===== src/rtl/object_catcher_pkg.sv =====
// Shared game package: position width, the "no object" marker used by the
// object generator, and the catcher FSM state encoding.
package object_catcher_pkg;

  localparam int POS_W  = 11;  // horizontal position width
  localparam int Y_W    = 10;  // vertical position width
  localparam int DIFF_W = 12;  // unsigned |x - player| width

  // object_position value meaning "no object present" (UNDEFINED_POSITION)
  localparam logic [POS_W-1:0] UNDEF_POS = 11'd1000;

  typedef enum logic [2:0] {
    IDLE  = 3'd0,
    FALL  = 3'd1,
    JUDGE = 3'd2,
    CLEAR = 3'd3,
    OVER  = 3'd4
  } state_t;

endpackage


===== src/rtl/object_catcher_catch_window.sv =====
// catch_window: combinational horizontal hit test, shared with the renderer.
// Ports:
//   a, b  : horizontal positions (POS_W bits, unsigned)
//   hit   : high when |a - b| <= HALF_WIDTH (12-bit unsigned difference)
module catch_window
  import object_catcher_pkg::*;
#(
  parameter int HALF_WIDTH = 32
) (
  input  logic [POS_W-1:0] a,
  input  logic [POS_W-1:0] b,
  output logic             hit
);

  logic signed [DIFF_W:0] diff;
  logic [DIFF_W-1:0]      abs_diff;

  always_comb begin
    diff     = $signed({2'b00, a}) - $signed({2'b00, b});
    abs_diff = diff[DIFF_W] ? DIFF_W'(-diff) : diff[DIFF_W-1:0];
    hit      = (abs_diff <= DIFF_W'(HALF_WIDTH));
  end

endmodule


===== src/rtl/object_catcher.sv =====
// object_catcher: tracks one falling object from the generator, judges it
// against the player at the bottom row, and keeps score / lives.
// Ports:
//   clk, rst          : clock, synchronous active-high reset
//   object_position   : generator x, UNDEFINED_POSITION when no object
//   player_position   : player x, sampled in the judge cycle
//   frame_tick        : one pulse per video frame, advances the fall
//   object_x/object_y : tracked object position
//   object_active     : object currently falling
//   catch_pulse       : one-cycle pulse after a catch
//   miss_pulse        : one-cycle pulse after a miss
//   score, lives      : caught count (saturating) and remaining lives
//   game_over         : set when lives reach 0, cleared only by rst
module object_catcher
  import object_catcher_pkg::*;
#(
  parameter int UNDEFINED_POSITION = int'(UNDEF_POS),
  parameter int FALL_STEP          = 4,
  parameter int BOTTOM_Y           = 440,
  parameter int CATCH_HALF_WIDTH   = 32,
  parameter int START_LIVES        = 3
) (
  input  logic             clk,
  input  logic             rst,
  input  logic [POS_W-1:0] object_position,
  input  logic [POS_W-1:0] player_position,
  input  logic             frame_tick,
  output logic [POS_W-1:0] object_x,
  output logic [Y_W-1:0]   object_y,
  output logic             object_active,
  output logic             catch_pulse,
  output logic             miss_pulse,
  output logic [15:0]      score,
  output logic [2:0]       lives,
  output logic             game_over
);

  localparam int               YE_W       = Y_W + 1;
  localparam logic [POS_W-1:0] NO_OBJ     = POS_W'(UNDEFINED_POSITION);
  localparam logic [Y_W:0]     STEP_EXT   = YE_W'(FALL_STEP);
  localparam logic [Y_W:0]     BOTTOM_EXT = YE_W'(BOTTOM_Y);
  localparam logic [Y_W-1:0]   BOTTOM_ROW = Y_W'(BOTTOM_Y);
  localparam logic [2:0]       LIVES_INIT = 3'(START_LIVES);

  state_t       state, state_nxt;
  logic         hit;
  logic         new_obj;
  logic         at_bottom;
  logic         last_life;
  logic [Y_W:0] y_sum;

  function automatic logic [15:0] sat_inc16(input logic [15:0] v);
    return (v == 16'hFFFF) ? v : v + 16'd1;
  endfunction

  assign new_obj   = (object_position != NO_OBJ);
  // One extra bit so the overshoot test cannot wrap near the top of the range
  assign y_sum     = {1'b0, object_y} + STEP_EXT;
  assign at_bottom = (y_sum >= BOTTOM_EXT);
  assign last_life = (lives <= 3'd1);

  catch_window #(
    .HALF_WIDTH(CATCH_HALF_WIDTH)
  ) u_catch_window (
    .a  (object_x),
    .b  (player_position),
    .hit(hit)
  );

  always_ff @(posedge clk) begin
    if (rst) state <= IDLE;
    else     state <= state_nxt;
  end

  always_comb begin
    state_nxt = state;
    case (state)
      IDLE:    if (new_obj) state_nxt = FALL;
      FALL:    if (frame_tick && at_bottom) state_nxt = JUDGE;
      JUDGE:   state_nxt = (!hit && last_life) ? OVER : CLEAR;
      // Wait for the generator to drop this object so it is not judged twice
      CLEAR:   if (!new_obj) state_nxt = IDLE;
      OVER:    state_nxt = OVER;
      default: state_nxt = IDLE;
    endcase
  end

  always_ff @(posedge clk) begin
    if (rst) begin
      object_x      <= NO_OBJ;
      object_y      <= '0;
      object_active <= 1'b0;
      catch_pulse   <= 1'b0;
      miss_pulse    <= 1'b0;
      score         <= '0;
      lives         <= LIVES_INIT;
      game_over     <= 1'b0;
    end else begin
      catch_pulse <= 1'b0;
      miss_pulse  <= 1'b0;
      case (state)
        IDLE: begin
          if (new_obj) begin
            object_x      <= object_position;
            object_y      <= '0;
            object_active <= 1'b1;
          end
        end
        FALL: begin
          if (frame_tick) object_y <= at_bottom ? BOTTOM_ROW : y_sum[Y_W-1:0];
        end
        JUDGE: begin
          object_active <= 1'b0;
          if (hit) begin
            catch_pulse <= 1'b1;
            score       <= sat_inc16(score);
          end else begin
            miss_pulse <= 1'b1;
            if (lives != 3'd0) lives <= lives - 3'd1;
            if (last_life) game_over <= 1'b1;
          end
        end
        OVER: begin
          object_active <= 1'b0;
          game_over     <= 1'b1;
        end
        default: begin
        end
      endcase
    end
  end

endmodule

===== config.mk =====
export PLATFORM = sky130hd
export DESIGN_NAME = object_catcher
export DESIGN_NICKNAME = d
export VERILOG_FILES = /design/src/rtl/object_catcher_pkg.sv /design/src/rtl/object_catcher_catch_window.sv /design/src/rtl/object_catcher.sv
export SDC_FILE = /design/constraint.sdc
export NUM_CORES = 1
export LEC_CHECK = 0
export ABC_AREA = 0
export CORE_UTILIZATION = 42
export DETAILED_ROUTE_END_ITERATION = 16
export PLACE_DENSITY_LB_ADDON = 0.15
export SLEW_MARGIN = 20
export SYNTH_ARGS = -nofsm -noshare
export SYNTH_HDL_FRONTEND = slang
export SYNTH_SLANG_ARGS = --single-unit

===== constraint.sdc =====
create_clock -name clk -period 3.95 [get_ports clk]
set_input_delay 0.79 -clock clk [delete_from_list [all_inputs] [get_ports clk]]
set_output_delay 0.79 -clock clk [all_outputs]
set_load 0.03 [all_outputs]

# Word level (Yosys, flattened, before mapping)
# Index checks and enable logic that the tools add are counted.
[op_classes]
addsub = 5
bitwise_logic = 3
n_eq_ne = 12
magnitude_cmp = 3
reduce_logical = 17
n_mux = 17
[ops]
columns = ["operator", "count"]
rows = [
  ["two-way mux 10 bit", 3],
  ["case mux 10 bit (2 select lines)", 1],
  ["adder 16 x 1 -> 16 bit (second input constant)", 1],
  ["equality test 16 bit (second input constant)", 1],
  ["case mux 3 bit (5 select lines)", 1],
  ["AND reduction 3 bit", 5],
  ["less-or-equal comparator 12 x 6 -> 1 bit (second input constant)", 1],
  ["two-way mux 12 bit", 1],
  ["two-way mux 3 bit", 4],
  ["inequality test 2 bit (second input constant)", 6],
  ["negation 12 bit", 1],
  ["subtractor 11 x 11 -> 12 bit", 1],
  ["adder 10 x 3 -> 11 bit (second input constant)", 1],
  ["greater-or-equal comparator 11 x 9 -> 1 bit (second input constant)", 1],
  ["inequality test 11 x 10 -> 1 bit (second input constant)", 1],
  ["equality test 3 x 2 -> 1 bit (second input constant)", 2],
  ["nonzero test 2 bit", 3],
  ["two-way mux 1 bit", 5],
  ["case mux 1 bit (2 select lines)", 2],
  ["AND reduction 2 bit", 2],
  ["OR reduction 2 bit", 2],
  ["equality test 3 x 1 -> 1 bit (second input constant)", 1],
  ["equality test 3 bit (second input constant)", 1],
  ["less-or-equal comparator 3 x 1 -> 1 bit (second input constant)", 1],
  ["other kinds (6)", 9],
]
[word_totals]
regBits = 47
output_inout_bits = 44
elab_cells = 66
input_bits = 25

# Depth between registers and ports, before layout
# Gate-level depths: netlist of run 1.
[depth]
ltp_word = 8
ltp_mapped = 14
mapped_depth_nobuf = 13

# Hierarchy
# From an unflattened synthesis of run 1, not the netlist that was laid out.
[hier_totals]
cells_unflattened = 348
hier_area_um2 = 2940.3
[modules_own_cells]
columns = ["module", "area_per_inst_um2", "cells_per_inst", "seq_area_each_um2", "instances"]
rows = [
  ["object_catcher", 2249.7, 258, 900.9, 1],
  ["catch_window", 690.7, 90, 0.0, 1],
]

# Least setup slack after synthesis of run 1
# No wires, ideal clock.
[synth_timing]
path_type = "input port to flip-flop"
from = "input port player_position[0]"
to = "register score[11]"
path_buffers = 1
path_slack_ns = 0.249
required_ns = 3.829
arrival_ns = 3.580
cell_stages = 13
path_cell_list = "ha_1 > inv_1 > fa_1 > a211o_1 > o211ai_1 > nand3_1 > o311a_1 > or2_2 > a221oi_2 > a2bb2oi_2 > buf_6 > nor4_1 > mux2_2"
[synth_between]
elab_chain_cells = 5
[synth_rtl]
columns = ["element", "line", "rtl"]
rows = [
  ["start, declared", "object_catcher.sv:26", "input logic [POS_W-1:0] player_position,"],
  ["subtractor 11 x 11 -> 12 bit *", "object_catcher_catch_window.sv:19", "diff = $signed({2'b00, a}) - $signed({2'b00, b});"],
  ["negation 12 bit", "object_catcher_catch_window.sv:20", "abs_diff = diff[DIFF_W] ? DIFF_W'(-diff) : diff[DIFF_W-1:0];"],
  ["two-way mux 12 bit *", "object_catcher_catch_window.sv:20", ""],
  ["less-or-equal comparator 12 x 6 -> 1 bit *", "object_catcher_catch_window.sv:21", "hit = (abs_diff <= DIFF_W'(HALF_WIDTH));"],
  ["AND reduction 3 bit (no source line) *", "n/a", ""],
  ["end signal, assigned", "object_catcher.sv:116", "score <= sat_inc16(score);"],
  ["end, declared", "object_catcher.sv:33", "output logic [15:0] score,"],
]
# Every way passes the cells marked *; elsewhere a longest branch is shown, timed or not.
# A chain may end at the register's enable or synchronous reset.

# Final worst setup path of run 1
[layout_timing]
from = "input port player_position[1]"
to = "register score[2]"
# The elaborated chain is that of the path after synthesis.

==> impl_results.md, run 1 <==
* Main synth FF type: dfxtp_1
* Starting DRT DRC Count at 239
* Share of layout cells above drive strength 1 at 22.5%
* Die height at 90.4 µm
* Required time of the worst setup path at 4.14 ns
* Post-synthesis instance total at 427
* Largest net degree at the start of global routing at 38
* CTS sink cnt at 45
* Clk slew on worst S/H paths at 0.08 ns
* Post-Route Utilization at 65.5%
* Period utilisation layout at 98.4%
* Worst skew pair latency at 0.29 ns
* Root buffer cell: clkbuf_8
* Peak VDD IR at 0.000142 V
* CTS tree: built
* Clk_skew at 0.00857 ns
* HP Class: flop to flop
* Final worst slack at 0.0643 ns
* Most frequent cells in the layout: clkdlybuf4s50_1, nor2_1, buf_4, dfxtp_1, nand2_1
* Core area at 7410 µm²
* Antenna violations before repair at 0
* Num CTS Buffers at 5
* Worst Tran Pin Value at 0.874 ns
* Placer Congestion at 0.823
* R2R Path End: score[2]
* Final setup vio count at 0
* Syn. warnings at 0
* Design area at 4850 µm²
* M1 wire length at 4.22 mm
* Cts hold-fix bufs at 0
* Drt total wl at 9.48 mm
* Post-Place Setup Slack at -0.358 ns
* TritonRoute pass-1 iters at 4
* Hold Fails Final Rpt at 0
* Top sig layer: met4
* Area grow syn2layout at 47.8%
* Vias in the first global route at 3096
* Worst reg2reg setup slack at 0.50 ns
* Avg WL per Cell at 15.1 µm
* Commonest non-fill, non-tap cell in the layout: clkdlybuf4s50_1
* Hold path depth at 2
* Dominant cells by area after synthesis: dfxtp_1, nor2_1, ha_1
* Leak at 1.94 nW
* Worst Hold End: object_active
* Clk buf depth at 2
* Reg-to-reg startpoint: object_x[0]
* Post-DP HPWL at 6.44 mm
* Relative slew slack at 41.6%
* Critical Path Sink Type: flop
* Core Rows at 31
* Yosys cell types at 63
* Post-synth ARST share at 0%
* Die X at 90.4 µm
* Post-synth top area share at 27.4%
* Maxcap violations at 0
* Mapped Area at 3280 µm²
* Crit path arrival time at 4.07 ns
* Fmax at 257 MHz
* R2R cell count at 16
* WL met2 at 4.69 mm
* Min Clock Period, post-route at 3.89 ns
* DIE AREA at 8180 µm²
* Pwr/cell area at 277 nW/µm²
* Kind of critical path: primary input to flop
* Via Count at 3499
* First-pass GRT wire length at 14.2 mm
* DR WL met3 at 444 µm
* # H-tree levels at 2
* Vias per cell at 5.56
* Initial Util at 44.3%
* All-Layer GR Usage at 20.7%
* Post-synth EDFFs at 0
* Port Buffers at 66
* Detail Route Antenna Nets at 0
* Maximum fanout along the worst path at 10
* Max-slew violation count at 0
* Post-route DRC at 0
* Status: finished, final reports clean
* Placed cell count at 609
* Post-Layout Cell Count at 629
* Post-Syn Area per Cell at 7.69 µm²
* Ant. Diodes at 0
* IO Pins at 69
* Yosys reg bits at 45
* GRT Residual Overflow at 0
* Post-synthesis sequential area ratio at 27.4%
* Hold Path Origin: object_active
* Yosys top cell by area: dfxtp_1
* Critical Path Source Type: primary input
* Post-DP Area at 4280 µm²
* Final nets at 573
[timing repair]
action	in CTS	in global routing
pin swaps	1	19
hold endpoints to repair	0	0
buffers inserted	1	7
endpoints found under the setup margin	9	23
cloned	0	5
resized for setup	0	54
[per-stage QoR]
stage	setup TNS, ns	power, mW	hold WS, ns
finish	0	1.34	0.473
global route	-0.241	1.40	0.513
CTS	0	1.18	0.480
detailed placement	-5.81	0.900	0.468
global placement	-3.59	0.893	0.461
floorplan	0	0.725	0.530
[worst max-delay path by stage]
stage / from / end / slack (ns) / cells after the start
floorplan: player_position[0] / score[11] / 0.25 / 13
global placement: player_position[0] / score[0] / -0.24 / 14
detailed placement: player_position[0] / score[6] / -0.36 / 14
CTS: player_position[0] / score[6] / 0.008 / 14
global route: player_position[1] / score[2] / -0.06 / 15
finish: player_position[1] / score[2] / 0.06 / 15
[layer usage]
layer | up-vias | global-route usage (%)
met5 | - | 0
met3 | 13 | 2.86
li1 | 1724 | -
met4 | 0 | 4.97
met1 | 1636 | 27.1
met2 | 126 | 35.9
[area by class of cell]
type                       instances  area (µm²)
fill                             659        2550
multi-input combinational        332        2480
timing repair buffer             120        1170
sequential                        45         901
tap                               99         124
inverter                          26        97.6
clock buffer                       7        86.3
[logic make-up (layout without fill, tap and decap cells)]
family                   after synthesis  after routing  share of synthesized area [%]
AND/OR/NAND/NOR                      189            189                           29.7
AO/OA/AOI/OAI                         92             92                           19.1
buffers and inverters                 51            153                           6.51
flip-flops                            45             45                           27.4
multiplexers                          26             26                           8.50
adder cells (fa/ha/maj)               18             18                           7.09
XOR/XNOR                               5              5                           1.56
other                                  1              2                          0.114
[synthesized netlist by cell type (2+ instances only)]
library cell / n
nor2_1: 59
dfxtp_1: 45
nand2_1: 27
inv_1: 26
o21ai_0: 22
a21oi_1: 19
ha_1: 17
nor2b_1: 17
nand3_1: 16
clkbuf_1: 15
mux2_2: 14
mux2i_1: 11
nand2b_1: 10
nor3_1: 10
nor4_1: 10
a211o_1: 8
or3_1: 7
and3_1: 6
buf_2: 6
a211oi_1: 5
a21o_1: 5
a31oi_1: 5
and2_0: 5
nand4_1: 4
o211ai_1: 4
or2_2: 4
a22oi_1: 3
o21a_1: 3
or4_1: 3
and2_1: 2
buf_4: 2
nor4b_1: 2
o22ai_1: 2
o31ai_1: 2
xnor2_1: 2
xor2_1: 2
[registers in the layout, summed over array words and instances, names as in the netlist]
name	flops
object_active	1
object_x	11
catch_pulse	1
score	16
object_y	8
lives	3
miss_pulse	1
state	3
game_over	1
[critical path, cell delays in order]
cell and delay, ns:
clkdlybuf4s50_1 0.45, inv_1 0.07, ha_2 0.34, nor2b_4 0.17, o21ai_2 0.11, buf_4 0.15, a21bo_2 0.22, a311oi_2 0.29
o211a_1 0.23, buf_4 0.11, a41oi_2 0.16, buf_4 0.20, clkbuf_16 0.16, nor4_4 0.28, mux2_4 0.33
[power by group]
part           switching [mW]  internal, mW  total, mW  leakage, nW
Clock                   0.148         0.139      0.287       0.0443
Combinational           0.283         0.298      0.581         1.53
Sequential             0.0126         0.463      0.476        0.366
Total                   0.444         0.900       1.34         1.94
(Power assumes the default switching activity.)
==> run 2, diff against run 1 <==
--- a/config.mk
+++ b/config.mk
@@ -5,7 +5,6 @@
 export SDC_FILE = /design/constraint.sdc
 export NUM_CORES = 1
 export LEC_CHECK = 0
-export ABC_AREA = 0
 export CORE_UTILIZATION = 42
 export DETAILED_ROUTE_END_ITERATION = 16
 export PLACE_DENSITY_LB_ADDON = 0.15
==> results of run 2 <==
No change in the layout: final DEF, timing and power equal those of run 1.
==> run 3, diff against run 2 <==
--- a/config.mk
+++ b/config.mk
@@ -5,6 +5,7 @@
 export SDC_FILE = /design/constraint.sdc
 export NUM_CORES = 1
 export LEC_CHECK = 0
+export CORE_ASPECT_RATIO = 0.75
 export CORE_UTILIZATION = 42
 export DETAILED_ROUTE_END_ITERATION = 16
 export PLACE_DENSITY_LB_ADDON = 0.15
==> run 3 against run 2 <==
  * Power is 0.18% lower
  * Clock-buffer cell count is 1 lower
  * Via count is 1.9% lower
  * Flip-flop and latch count stayed put
  * Worst hold slack about the same
  * Combinational power decreased by 13%
  * Clock power grew 25%
  * Critical path type unchanged
  * Largest power group unchanged
==> impl_results.md, run 3 (synthesis results as in run 1) <==
* Crit path arrival time at 4.15 ns (+0.08 ns)
* Largest net degree at the start of global routing at 39 (+2.6%)
* Critical path endpoint: score[7]
* Clk buf depth at 2 (unchanged)
* CTS sink cnt at 45 (unchanged)
* Post-Route Utilization at 62.9% (-2.6 points)
* Vias in the first global route at 3074 (-0.71%)
* Required time of the worst setup path at 4.15 ns (about the same)
* R2R cell count at 14 (-2)
* Avg WL per Cell at 15.1 µm (+0.53%)
* Placed cell count at 615 (+0.99%)
* Worst reg2reg setup slack at 0.44 ns (-0.06 ns)
* Vias per cell at 5.47 (-1.6%)
* Antenna violations before repair at 0 (unchanged)
* Max-slew violation count at 0 (unchanged)
* Reg-to-reg startpoint: object_x[0]
* Maxcap violations at 0 (unchanged)
* Fill count at 668 (+1.4%)
* Relative slew slack at 41.1% (-0.52 points)
* TNS Setup at 0 ns (unchanged)
* Post-DP HPWL at 6.82 mm (+6.0%)
* Area grow syn2layout at 43.0%
* Final nets at 568 (-0.87%)
* Design area at 4700 µm² (-3.2%)
* TritonRoute pass-1 iters at 4 (unchanged)
* GRT Residual Overflow at 0 (unchanged)
* All-Layer GR Usage at 22.0% (+1.3 points)
* Post-route DRC at 0 (unchanged)
* Peak VDD IR at 0.000137 V (-3.6%)
* Num CTS Buffers at 5 (unchanged)
* Drt total wl at 9.50 mm (+0.21%)
* Port Buffers at 66 (unchanged)
* Initial Util at 44.0% (-0.34 points)
* Period utilisation layout at 100% (+1.6 points)
* Clk_skew at 0.0160 ns (+0.00744 ns)
* Commonest non-fill, non-tap cell in the layout: clkdlybuf4s50_1
* Pwr/cell area at 286 nW/µm² (+3.2%)
* Kind of critical path: primary input to flop
* CTS tree: built
* Die X at 104 µm (+15%)
* Most flop-heavy register: score
* First-pass GRT wire length at 14.6 mm (+3.1%)
* Critical Path Source Type: primary input
* IO Pins at 69 (unchanged)
* # H-tree levels at 2 (unchanged)
* Worst Tran Pin Value at 0.882 ns (+0.00786 ns)
* Share of layout cells above drive strength 1 at 20.0% (-2.5 points)
* Fmax at 253 MHz (-1.6%)
* Critical Path Sink Type: flop
* Placer Congestion at 0.849 (+3.2%)
* Critical Path Start: player_position[5]
* R2R Path End: score[7]
* Final setup vio count at 0 (unchanged)
* Detail Route Antenna Nets at 0 (unchanged)
* Leak at 1.91 nW (-1.7%)
* Clk slew on worst S/H paths at 0.10 ns (+0.02 ns)
* DIE AREA at 8180 µm² (about the same)
* Worst skew pair latency at 0.30 ns (about the same)
* Ant. Diodes at 0 (unchanged)
* Starting DRT DRC Count at 184 (-23%)
* Hold Fails Final Rpt at 0 (unchanged)
* Most frequent cells in the layout: clkdlybuf4s50_1, nor2_1, dfxtp_1, buf_4, nand2_1
* Post-DP Area at 4320 µm² (+0.76%)
* Status: finished, final reports clean
* Core area at 7470 µm² (+0.78%)
* Design Power at 1.34 mW (-0.18%)
* Maximum fanout along the worst path at 6 (-4)
* Biggest regs: score: 16 flops, object_x: 11 flops, object_y: 8 flops
* Largest register FFs at 16 (unchanged)
* Post-Layout Cell Count at 627 (-0.32%)
* Die height at 78.6 µm (-13%)
* Min Clock Period, post-route at 3.95 ns (+0.0625 ns)
* Root buffer cell: clkbuf_8
* HP Class: flop to flop
* Via Count at 3431 (-1.9%)
* Core Rows at 27 (-13%)
run 3: cell count changes in the layout (fill, tap and decap cells not counted), sizes merged:
cell / before / now
clkbuf: 11 / 8
clkinv: 0 / 1
buf: 51 / 48
bufinv: 0 / 1
run 3: final cells by class:
cell class / instances / area (µm²) / share of cell area, %
clock buffers: 6 / 72.6 / 1.55
clock inverters: 2 / 38.8 / 0.826
inverters: 26 / 97.6 / 2.08
multi-input cells: 332 / 2370 / 50.5
flip-flops and latches: 45 / 901 / 19.2
well taps: 101 / 126 / 2.69
repair buffers: 115 / 1090 / 23.2
run 3: repair_timing:
action                                  4_1_cts  5_1_grt
pin swaps                                     1       13
gates cloned                                  0        2
hold buffers                                  0        0
endpoints found under the hold margin         0        0
endpoints found under the setup margin        8       20
gates resized for setup                       6       30
setup buffers                                 0        2
run 3: per-layer routing:
layer  part of all wire [%]  global-route usage [%]  routed length [µm]  up-vias
li1                       -                       -                   -     1715
met4                    1.0                    4.71                  97        0
met3                    5.3                    3.99                 507       10
met1                     49                    30.3                4620     1611
met5                      0                       0                   0        -
met2                     45                    35.9                4270       95
run 3: worst min path at each step:
stage	from	to	slack, ns	cells past startpoint
finish	object_active	object_active	0.47	2
global route	game_over	game_over	0.52	2
CTS	object_active	object_active	0.48	2
detailed placement	object_active	object_active	0.46	2
global placement	object_active	object_active	0.46	2
floorplan	state[2]	state[2]	0.53	2
run 3: power breakdown:
part           leakage, nW  switching, mW  internal (mW)  total (mW)
clock               0.0554          0.167          0.190       0.358
sequential           0.366         0.0130          0.463       0.476
combinational         1.48          0.262          0.245       0.508
run 3: through the flow:
| stage | setup slack, ns | hold slack, ns |
|---|---|---|
| 2_1_floorplan | 0.249 | 0.530 |
| 3_3_place_gp | -0.231 | 0.462 |
| 3_5_place_dp | -0.389 | 0.464 |
| 4_1_cts | 0.00526 | 0.478 |
| 5_1_grt | -0.113 | 0.523 |
| 6_report | 0.00173 | 0.474 |
run 3: critical path, stage by stage:
cell,delay [ns]
clkdlybuf4s50_1,0.46
inv_1,0.04
ha_1,0.39
nand2b_1,0.19
and2_1,0.16
mux2i_1,0.17
buf_4,0.15
nor4_4,0.05
buf_4,0.14
or2_4,0.26
a221oi_4,0.35
a2bb2oi_4,0.15
clkbuf_16,0.18
nor4_2,0.30
mux2_2,0.36
